$ cat config.mk
export PLATFORM = sky130hd
export DESIGN_NAME = issue_hazard_ctrl
export DESIGN_NICKNAME = d
export VERILOG_FILES = /design/src/rtl/core_pkg.sv /design/src/rtl/load_scoreboard.sv /design/src/rtl/issue_hazard_ctrl.sv
export SDC_FILE = /design/constraint.sdc
export NUM_CORES = 1
export LEC_CHECK = 0
export ABC_AREA = 0
export ABC_CLOCK_PERIOD_IN_PS = 6000
export CAP_MARGIN = 20
export CORE_UTILIZATION = 40
export CTS_BUF_LIST = sky130_fd_sc_hd__clkbuf_16
export DETAILED_ROUTE_END_ITERATION = 16
export DONT_BUFFER_PORTS = 1
export SLEW_MARGIN = 20
export SYNTH_ARGS = -nofsm -noshare
export SYNTH_HDL_FRONTEND = slang
export SYNTH_SLANG_ARGS = --single-unit
$ cat constraint.sdc
create_clock -name clk -period 6 [get_ports clk]
set_input_delay 1.8 -clock clk [delete_from_list [all_inputs] [get_ports clk]]
set_output_delay 1.8 -clock clk [all_outputs]
set_load 0.01 [all_outputs]
$ cat src/rtl/core_pkg.sv
// Purpose: shared types and constants for the dual-slot issue/execute pipeline.
// Latency: n/a (declarations only).
// Backpressure: n/a.
package core_pkg;

  // Execute-unit class of a slot.
  typedef enum logic [1:0] {
    EXEC_ALU    = 2'd0,
    EXEC_LOAD   = 2'd1,
    EXEC_STORE  = 2'd2,
    EXEC_BRANCH = 2'd3
  } exec_type;

  // Upper-slot opcode [63:58] of a load.
  localparam logic [5:0] OP_LOAD = 6'b010000;

  // Bundle injected into execute when decode is held.
  localparam logic [63:0] NOP_BUNDLE = {3'b111, 29'b0, 3'b111, 29'b0};

  // Memory-handshake FSM states.
  typedef enum logic {
    IDLE     = 1'b0,
    WAIT_MEM = 1'b1
  } mem_fsm_t;

  // Load scoreboard geometry.
  localparam int NUM_REGS = 32;
  localparam int SB_W     = 2;

  function automatic logic is_load_op(input logic [5:0] op);
    return op == OP_LOAD;
  endfunction

endpackage

$ cat src/rtl/load_scoreboard.sv
// Purpose: per-register countdown of in-flight loads plus four source hit lookups.
// Latency: set/decrement visible next cycle; hit lookups are combinational.
// Backpressure: freeze holds every counter (execute stalled).
// Ports: clk/rstn (sync active-low); set_vld/set_idx load the entry with LOAD_LAT;
//        freeze holds counters; src_idx/src_use are the four source lookups;
//        src_hit flags a used source whose counter is nonzero.
module load_scoreboard
  import core_pkg::*;
#(
  parameter int LOAD_LAT = 2
) (
  input  logic            clk,
  input  logic            rstn,
  input  logic            set_vld,
  input  logic [4:0]      set_idx,
  input  logic            freeze,
  input  logic [3:0][4:0] src_idx,
  input  logic [3:0]      src_use,
  output logic [3:0]      src_hit
);

  localparam logic [SB_W-1:0] LAT = SB_W'(LOAD_LAT);

  logic [SB_W-1:0] sb_q [NUM_REGS];
  logic [SB_W-1:0] sb_d [NUM_REGS];

  always_comb begin
    for (int r = 0; r < NUM_REGS; r++) begin
      sb_d[r] = sb_q[r];
      if (r == 0) begin
        // r0 is hardwired and never waits on a load.
        sb_d[r] = '0;
      end else if (set_vld && (set_idx == 5'(r))) begin
        // A new load wins over the decrement, so re-issue reloads the full latency.
        sb_d[r] = LAT;
      end else if (!freeze && (sb_q[r] != '0)) begin
        sb_d[r] = sb_q[r] - SB_W'(1);
      end
    end
  end

  always_ff @(posedge clk) begin
    if (!rstn) begin
      for (int r = 0; r < NUM_REGS; r++) begin
        sb_q[r] <= '0;
      end
    end else begin
      sb_q <= sb_d;
    end
  end

  always_comb begin
    src_hit = '0;
    for (int i = 0; i < 4; i++) begin
      src_hit[i] = src_use[i] && (sb_q[src_idx[i]] != '0);
    end
  end

endmodule

$ cat src/rtl/issue_hazard_ctrl.sv
// Purpose: interlock/stall control for the dual-slot execute stage (load-use, memory wait, bundle errors).
// Latency: interlock combinational; exec_stall, bundle_err, mem_timeout registered (1 cycle).
// Backpressure: interlock holds decode on a load-use hit; exec_stall freezes execute while a load waits on memory.
// Ports: clk/rstn (sync active-low); dec_* bundle from decode with upper/lower source and
//        destination fields; ex_to_mem_ready/mem_ack memory handshake; outputs interlock,
//        exec_stall, sticky bundle_err and sticky mem_timeout.
module issue_hazard_ctrl
  import core_pkg::*;
#(
  parameter int LOAD_LAT    = 2,
  parameter int MEM_TIMEOUT = 255
) (
  input  logic       clk,
  input  logic       rstn,
  input  logic       dec_valid,
  input  logic       dec_is_load,
  input  logic [4:0] u_ra,
  input  logic [4:0] u_rb,
  input  logic       u_ra_use,
  input  logic       u_rb_use,
  input  logic [4:0] l_ra,
  input  logic [4:0] l_rb,
  input  logic       l_ra_use,
  input  logic       l_rb_use,
  input  logic [4:0] u_rt,
  input  logic [4:0] l_rt,
  input  logic       u_rt_flag,
  input  logic       l_rt_flag,
  input  logic       ex_to_mem_ready,
  input  logic       mem_ack,
  output logic       interlock,
  output logic       exec_stall,
  output logic       bundle_err,
  output logic       mem_timeout
);

  localparam logic [7:0] TO_VAL = 8'(MEM_TIMEOUT);

  mem_fsm_t   state_q, state_d;
  logic [7:0] cnt_q, cnt_d;
  logic [7:0] cnt_inc;
  logic       bundle_err_q, bundle_err_d;
  logic       mem_timeout_q, mem_timeout_d;

  logic [3:0] src_hit;
  logic       issue;
  logic       load_set;
  logic       raw_hit;
  logic       waw_hit;

  load_scoreboard #(
    .LOAD_LAT (LOAD_LAT)
  ) u_sb (
    .clk     (clk),
    .rstn    (rstn),
    .set_vld (load_set),
    .set_idx (u_rt),
    .freeze  (exec_stall),
    .src_idx ({l_rb, l_ra, u_rb, u_ra}),
    .src_use ({l_rb_use, l_ra_use, u_rb_use, u_ra_use}),
    .src_hit (src_hit)
  );

  // Forced during reset so nothing issues against a half-cleared scoreboard.
  assign interlock  = !rstn || (dec_valid && (src_hit != '0));
  assign issue      = dec_valid && !interlock && !exec_stall;
  assign load_set   = issue && dec_is_load && u_rt_flag && (u_rt != '0);
  assign exec_stall = (state_q == WAIT_MEM);

  // Lower slot reading the upper slot's result in the same bundle cannot be forwarded.
  assign raw_hit = u_rt_flag && (u_rt != '0) &&
                   ((l_ra_use && (l_ra == u_rt)) || (l_rb_use && (l_rb == u_rt)));
  assign waw_hit = u_rt_flag && l_rt_flag && (u_rt == l_rt);

  always_comb begin
    bundle_err_d = bundle_err_q;
    if (dec_valid && (raw_hit || waw_hit)) begin
      bundle_err_d = 1'b1;
    end
  end

  always_comb begin
    state_d       = state_q;
    cnt_d         = cnt_q;
    mem_timeout_d = mem_timeout_q;
    cnt_inc       = cnt_q + 8'd1;
    case (state_q)
      IDLE: begin
        // A load whose data comes back in the same cycle never stalls.
        if (ex_to_mem_ready && !mem_ack) begin
          state_d = WAIT_MEM;
          cnt_d   = '0;
        end
      end
      WAIT_MEM: begin
        if (mem_ack) begin
          state_d = IDLE;
          cnt_d   = '0;
        end else begin
          // Saturate so a hung memory keeps the flag without wrapping.
          if (cnt_q != TO_VAL) begin
            cnt_d = cnt_inc;
          end
          if (cnt_inc == TO_VAL) begin
            mem_timeout_d = 1'b1;
          end
        end
      end
      default: begin
        state_d = IDLE;
      end
    endcase
  end

  always_ff @(posedge clk) begin
    if (!rstn) begin
      state_q       <= IDLE;
      cnt_q         <= '0;
      bundle_err_q  <= 1'b0;
      mem_timeout_q <= 1'b0;
    end else begin
      state_q       <= state_d;
      cnt_q         <= cnt_d;
      bundle_err_q  <= bundle_err_d;
      mem_timeout_q <= mem_timeout_d;
    end
  end

  assign bundle_err  = bundle_err_q;
  assign mem_timeout = mem_timeout_q;

endmodule

==> results_dict.tcl, run 1 <==
set metrics [dict create \
    ys_ff_latch 73 \
    synthArstFlopShare_pct 0 \
    crit_fanout 8 \
    io_pins 46 \
    n_fill_cell 1328 \
    relSlewSlack_pct 28.9 \
    dr.max_layer_used "met4" \
    path_cells "nand4bb_1, a2111oi_0, a41o_1, nor4_4, nand4_4, or4b_1, a21o_1" \
    post-route-period-util_pct 92.4 \
    synthCells 690 \
    route.detailed.drc 0 \
    fin_skew_ns 0.00669 \
    fin_setup_tns_ns 0 \
    n_antenna_cell 0 \
    placed_area_um2 5680 \
    routed-wl-met2_um 7950 \
    synth-seq-area-share_pct 26.1 \
    hold-worst-slack_ns 0.474 \
    gr-total-overflow 0 \
    grt_max_degree 53 \
    cp_slowest_cell "or4b_1" \
    vias 5179 \
    gp_congestion 0.974 \
    routed_wl_um 17600 \
    syn2layout_area_growth_pct 6.94 \
    wl_per_cell_um 20.6 \
    grt_pass1_wl_um 27300 \
    portBuffers 0 \
    final.min_clock_period_ns 5.55 \
    die-area_um2 14500 \
    numCtsBuffers 9 \
    m1WireLength_um 7650 \
    htree_levels 3 \
    ir_drop_uv 220 \
    cts.repair.resized 0 \
    maxCapViolations 0 \
    critPathArrivalTime_ns 3.75 \
    postSynthAreaPerCell_um2 8.11 \
    viasPerCell 6.07 \
    timing_worst_setup_path_type "in2out" \
    dp_hpwl_um 13100 \
    ys_warn_count 0 \
    syn_nets 765 \
    total_power_mw 3.03 \
    clock_sinks 73 \
    cts-root-buf "clkbuf_16" \
    power_density_nw_per_um2 506 \
    setup_ws_ns 0.454 \
    synth-main-ff-cell "dfxtp_1" \
    worstSetupStartpointType "input pin" \
    cts_hold_buf 0 \
    die_y_um 120 \
    drt_iter0_drc 513 \
    final_common_cell "nor2_1" \
    final_cell_mix "nor2_1 (108), inv_1 (74), dfxtp_1 (73)" \
    dr.pass1.iters 5 \
    multiInputGateArea_um2 3680 \
    worst_pin_slew_ns 1.06 \
    crit_required_ns 4.20 \
    post-route-cell-area_um2 5980 \
    critical_path.max_stage_delay_ns 0.68 \
    min_path_type "reg2reg" \
    grt.total_usage_pct 25.3 \
    synth_area_um2 5590 \
    ys_types 60 \
    clk_pin_slew_ns 0.06 \
    tritoncts "done" \
    clkLatencyLatePin_ns 0.34 \
    ant_nets 0 \
    status "completed" \
    core_um2 13500 \
    layout.nets 747 \
    die_x_um 120 \
    row_count 42 \
    antenna_found_initial 0 \
    pre_cts_ws_ns 0.482 \
    worstSetupEndpointType "output port" \
    start_util_pct 41.6 \
    setup_viol 0 \
    seqCellArea_um2 1460 \
    clk_path_buf_depth 2 \
    grt_pass1_vias 4934 \
    drive_gt1_share_pct 9.31 \
    met3_length_um 1580 \
    synth_edf_count 0 \
    max_freq_ghz 0.180 \
    post_cts_buffers 0 \
    hold_viol 0 \
    maxSlewViolCount 0 \
    rsz0062_at_grt "false" \
    p_leak_nw 2.21 \
]
[worst max-delay path, delay by kind of cell]
family           cells  cell delay, ns
AO/OA/AOI/OAI        3            0.60
AND/OR/NAND/NOR      4            1.34
[sequential cells by signal, indices dropped and copies added, names as in the netlist]
register     cells
u_sb.sb_q       62
cnt_q            8
exec_stall       1
bundle_err       1
mem_timeout      1
[cells in the mapped netlist (5+ instances only)]
cell / number / area share, %
nor3_1: 20 / 1.8
nand3_1: 11 / 0.98
nor3b_1: 5 / 0.67
ha_1: 33 / 7.4
a2111oi_0: 6 / 0.94
inv_1: 70 / 4.7
nor4_1: 5 / 0.56
and3_1: 7 / 0.78
nand2b_1: 9 / 1.0
clkbuf_1: 20 / 1.3
buf_2: 8 / 0.72
xor2_1: 14 / 2.2
nand2_1: 57 / 3.8
o22ai_1: 17 / 1.9
a31oi_1: 8 / 0.89
a211oi_1: 17 / 2.3
xnor2_1: 34 / 5.3
o21ai_1: 6 / 0.54
o211ai_1: 9 / 1.2
mux4_2: 21 / 8.5
a21oi_1: 26 / 2.3
dfxtp_1: 73 / 26
nor2_1: 108 / 7.2
a211oi_2: 10 / 2.2
a22o_1: 10 / 1.6
o21ai_0: 23 / 2.1
[layer usage]
layer / global-route usage (%) / vias up
li1: - / 2421
met4: 10.3 / 0
met1: 34.1 / 2504
met3: 5.14 / 28
met2: 39.5 / 226
met5: 0 / -
[final cells by class]
cell class              count  share of cell area (%)
inverters                  72                    4.52
flip-flops and latches     73                    24.4
well taps                 176                    3.68
clock buffers               9                    3.77
clock inverters             7                    1.34
multi-input cells         510                    61.5
repair buffers              6                   0.753
[report_power, final]
group | switching [mW] | internal (mW)
combinational | 0.893 | 0.702
clock | 0.203 | 0.357
sequential | 0.192 | 0.678
total | 1.29 | 1.74
[cells by family after synthesis]
family,after synthesis,share of synthesized area [%]
muxes,25,9.17
xor gates and xnor gates,48,7.52
adders and majority gates,33,7.38
and+or+nand+nor,247,21.4
buffers and inverters,107,8.10
AOI/OAI and AO/OA,157,20.3
DFF,73,26.1
[stage by stage]
stage,util [%],std cells
CTS,44.5,853
global placement,42.2,837
finish,44.5,853
global route,44.5,853
detailed placement,42.2,837
floorplan,-,690
[final timing paths]
path / start / to / slack, ns / depth (start not counted)
max: u_ra[3] / interlock / 0.45 / 7
min: cnt_q[7] / cnt_q[7] / 0.47 / 1
max reg2reg: u_sb.sb_q[3] / u_sb.sb_q[60] / 2.91 / 7
min reg2reg: cnt_q[7] / cnt_q[7] / 0.47 / 1
(Power assumes the default switching activity.)
==> inputs of run 2 (changes only) <==
Settings changed: CORE_MARGIN set to 4, SKIP_LAST_GASP set to 1.
==> run 2 against run 1 <==
  * Via count fell by 2.0%
  * Total power about the same
  * Clock power increased by 10%
  * Combinational power fell by 3%
  * Fmax up 0.61%
  * Die area up 10%
  * Clock skew is 0.0052 ns higher
  * Count of clock-buffer cells in the layout is the same
  * Global-route usage shrank 4.4 points
  * Critical endpoint unchanged
==> results_dict.tcl, run 2 (synthesis results as in run 1) <==
set metrics [dict create \
    status "completed" \
    worstSetupStartpoint "u_ra[3]" \
    cts_hold_buf 0 \
    drive_gt1_share_pct 9.33 \
    clk_path_buf_depth 2 \
    worst_pin_slew_ns 0.961 \
    vias 5074 \
    tritoncts "done" \
    reg_top3 "u_sb.sb_q x62, cnt_q x8" \
    timing_worst_setup_path_type "in2out" \
    clkLatencyLatePin_ns 0.35 \
    n_antenna_cell 0 \
    clock_sinks 73 \
    use_met2_pct 32.9 \
    gr-total-overflow 0 \
    pre_cts_ws_ns 0.498 \
    setup_viol 0 \
    crit_fanout 8 \
    crit_required_ns 4.20 \
    timing.rr.start "u_sb.sb_q[38]" \
    die-area_um2 15900 \
    relSlewSlack_pct 35.5 \
    largest_reg_flops 62 \
    die_y_um 126 \
    row_count 42 \
    rsz0062_at_grt "false" \
    ir_drop_uv 147 \
    min_from "cnt_q[7]" \
    syn2layout_area_growth_pct 7.32 \
    grt_use_met1_pct 28.1 \
    p_leak_nw 2.21 \
    min_path_type "reg2reg" \
    antenna_found_initial 0 \
    busiest_layer "met2" \
    final.min_clock_period_ns 5.51 \
    post-route-period-util_pct 91.9 \
    layout.nets 745 \
    grt_pass1_vias 5003 \
    power_density_nw_per_um2 504 \
    setup_ws_ns 0.488 \
    dr.pass1.iters 8 \
    die_x_um 126 \
    grt.total_usage_pct 21.0 \
    final_common_cell "nor2_1" \
    use_met3_pct 5.93 \
    numCtsBuffers 9 \
    critPathArrivalTime_ns 3.71 \
    htree_levels 3 \
    total_power_mw 3.02 \
    core_um2 13500 \
    maxCapViolations 0 \
    hold_viol 0 \
    ant_nets 0 \
    viasPerCell 5.96 \
    final_cell_mix "nor2_1 (108), dfxtp_1 (73), inv_1 (71)" \
    start_util_pct 41.6 \
    wl_per_cell_um 19.3 \
    maxSlewViolCount 0 \
    regMostFlops "u_sb.sb_q" \
    fin_setup_tns_ns 0 \
    grt_max_degree 53 \
    portBuffers 0 \
    drt_iter0_drc 485 \
    fin_skew_ns 0.0119 \
    clk_pin_slew_ns 0.06 \
    worstSetupEndpointType "output port" \
    dp_hpwl_um 12300 \
    fin_util_pct 44.6 \
    post_cts_buffers 0 \
    io_pins 46 \
    cts.repair.resized 0 \
    gp_congestion 0.955 \
    worstSetupStartpointType "input pin" \
    cts-root-buf "clkbuf_16" \
    grt_pass1_wl_um 26600 \
    max_freq_ghz 0.181 \
    route.detailed.drc 0 \
    routed_wl_um 16400 \
]
[run 2: cell types whose count changed in the layout (fill, tap and decap cells not counted), sizes merged]
cell / delta
buf: -2
bufinv: +1
clkinv: +2
inv: -3
[run 2: worst max-delay path: stages]
cell,delay [ns]
nand4bb_1,0.14
a2111oi_0,0.09
a41o_1,0.25
nor4_4,0.31
nand4_4,0.23
or4b_1,0.64
a21o_1,0.25
[run 2: power by group]
| group | switching [mW] | total [mW] | internal [mW] |
|---|---|---|---|
| registers | 0.192 | 0.870 | 0.678 |
| clock network | 0.214 | 0.616 | 0.402 |
| logic | 0.842 | 1.54 | 0.696 |
| total | 1.25 | 3.02 | 1.78 |
[run 2: area by class of cell]
class	instances	area, um2
inverters	72	270
repair buffers	4	30.0
fillers	1364	7450
flip-flops and latches	73	1460
clock inverters	7	110
clock buffers	9	225
well taps	176	220
multi-input cells	510	3680
[run 2: metal layers]
layer  routed length (um)  vias up
met3                 1340       32
met5                    0        -
met4                  328        0
met1                 7380     2432
li1                     -     2411
met2                 7390      199
[run 2: per-stage QoR]
stage	hold WS [ns]	cells	cell area, um2
global placement	0.450	835	5660
floorplan	0.429	690	5590
global route	0.501	851	6000
CTS	0.467	851	6000
detailed placement	0.450	835	5660
finish	0.469	851	6000
[run 2: worst paths after layout]
| kind | endpoint | cells after the start | slack [ns] |
|---|---|---|---|
| worst max register to register | u_sb.sb_q[56] | 7 | 3.04 |
| worst max-delay path | interlock | 7 | 0.49 |
| worst min-delay path | cnt_q[7] | 1 | 0.47 |
| worst min register to register | cnt_q[7] | 1 | 0.47 |
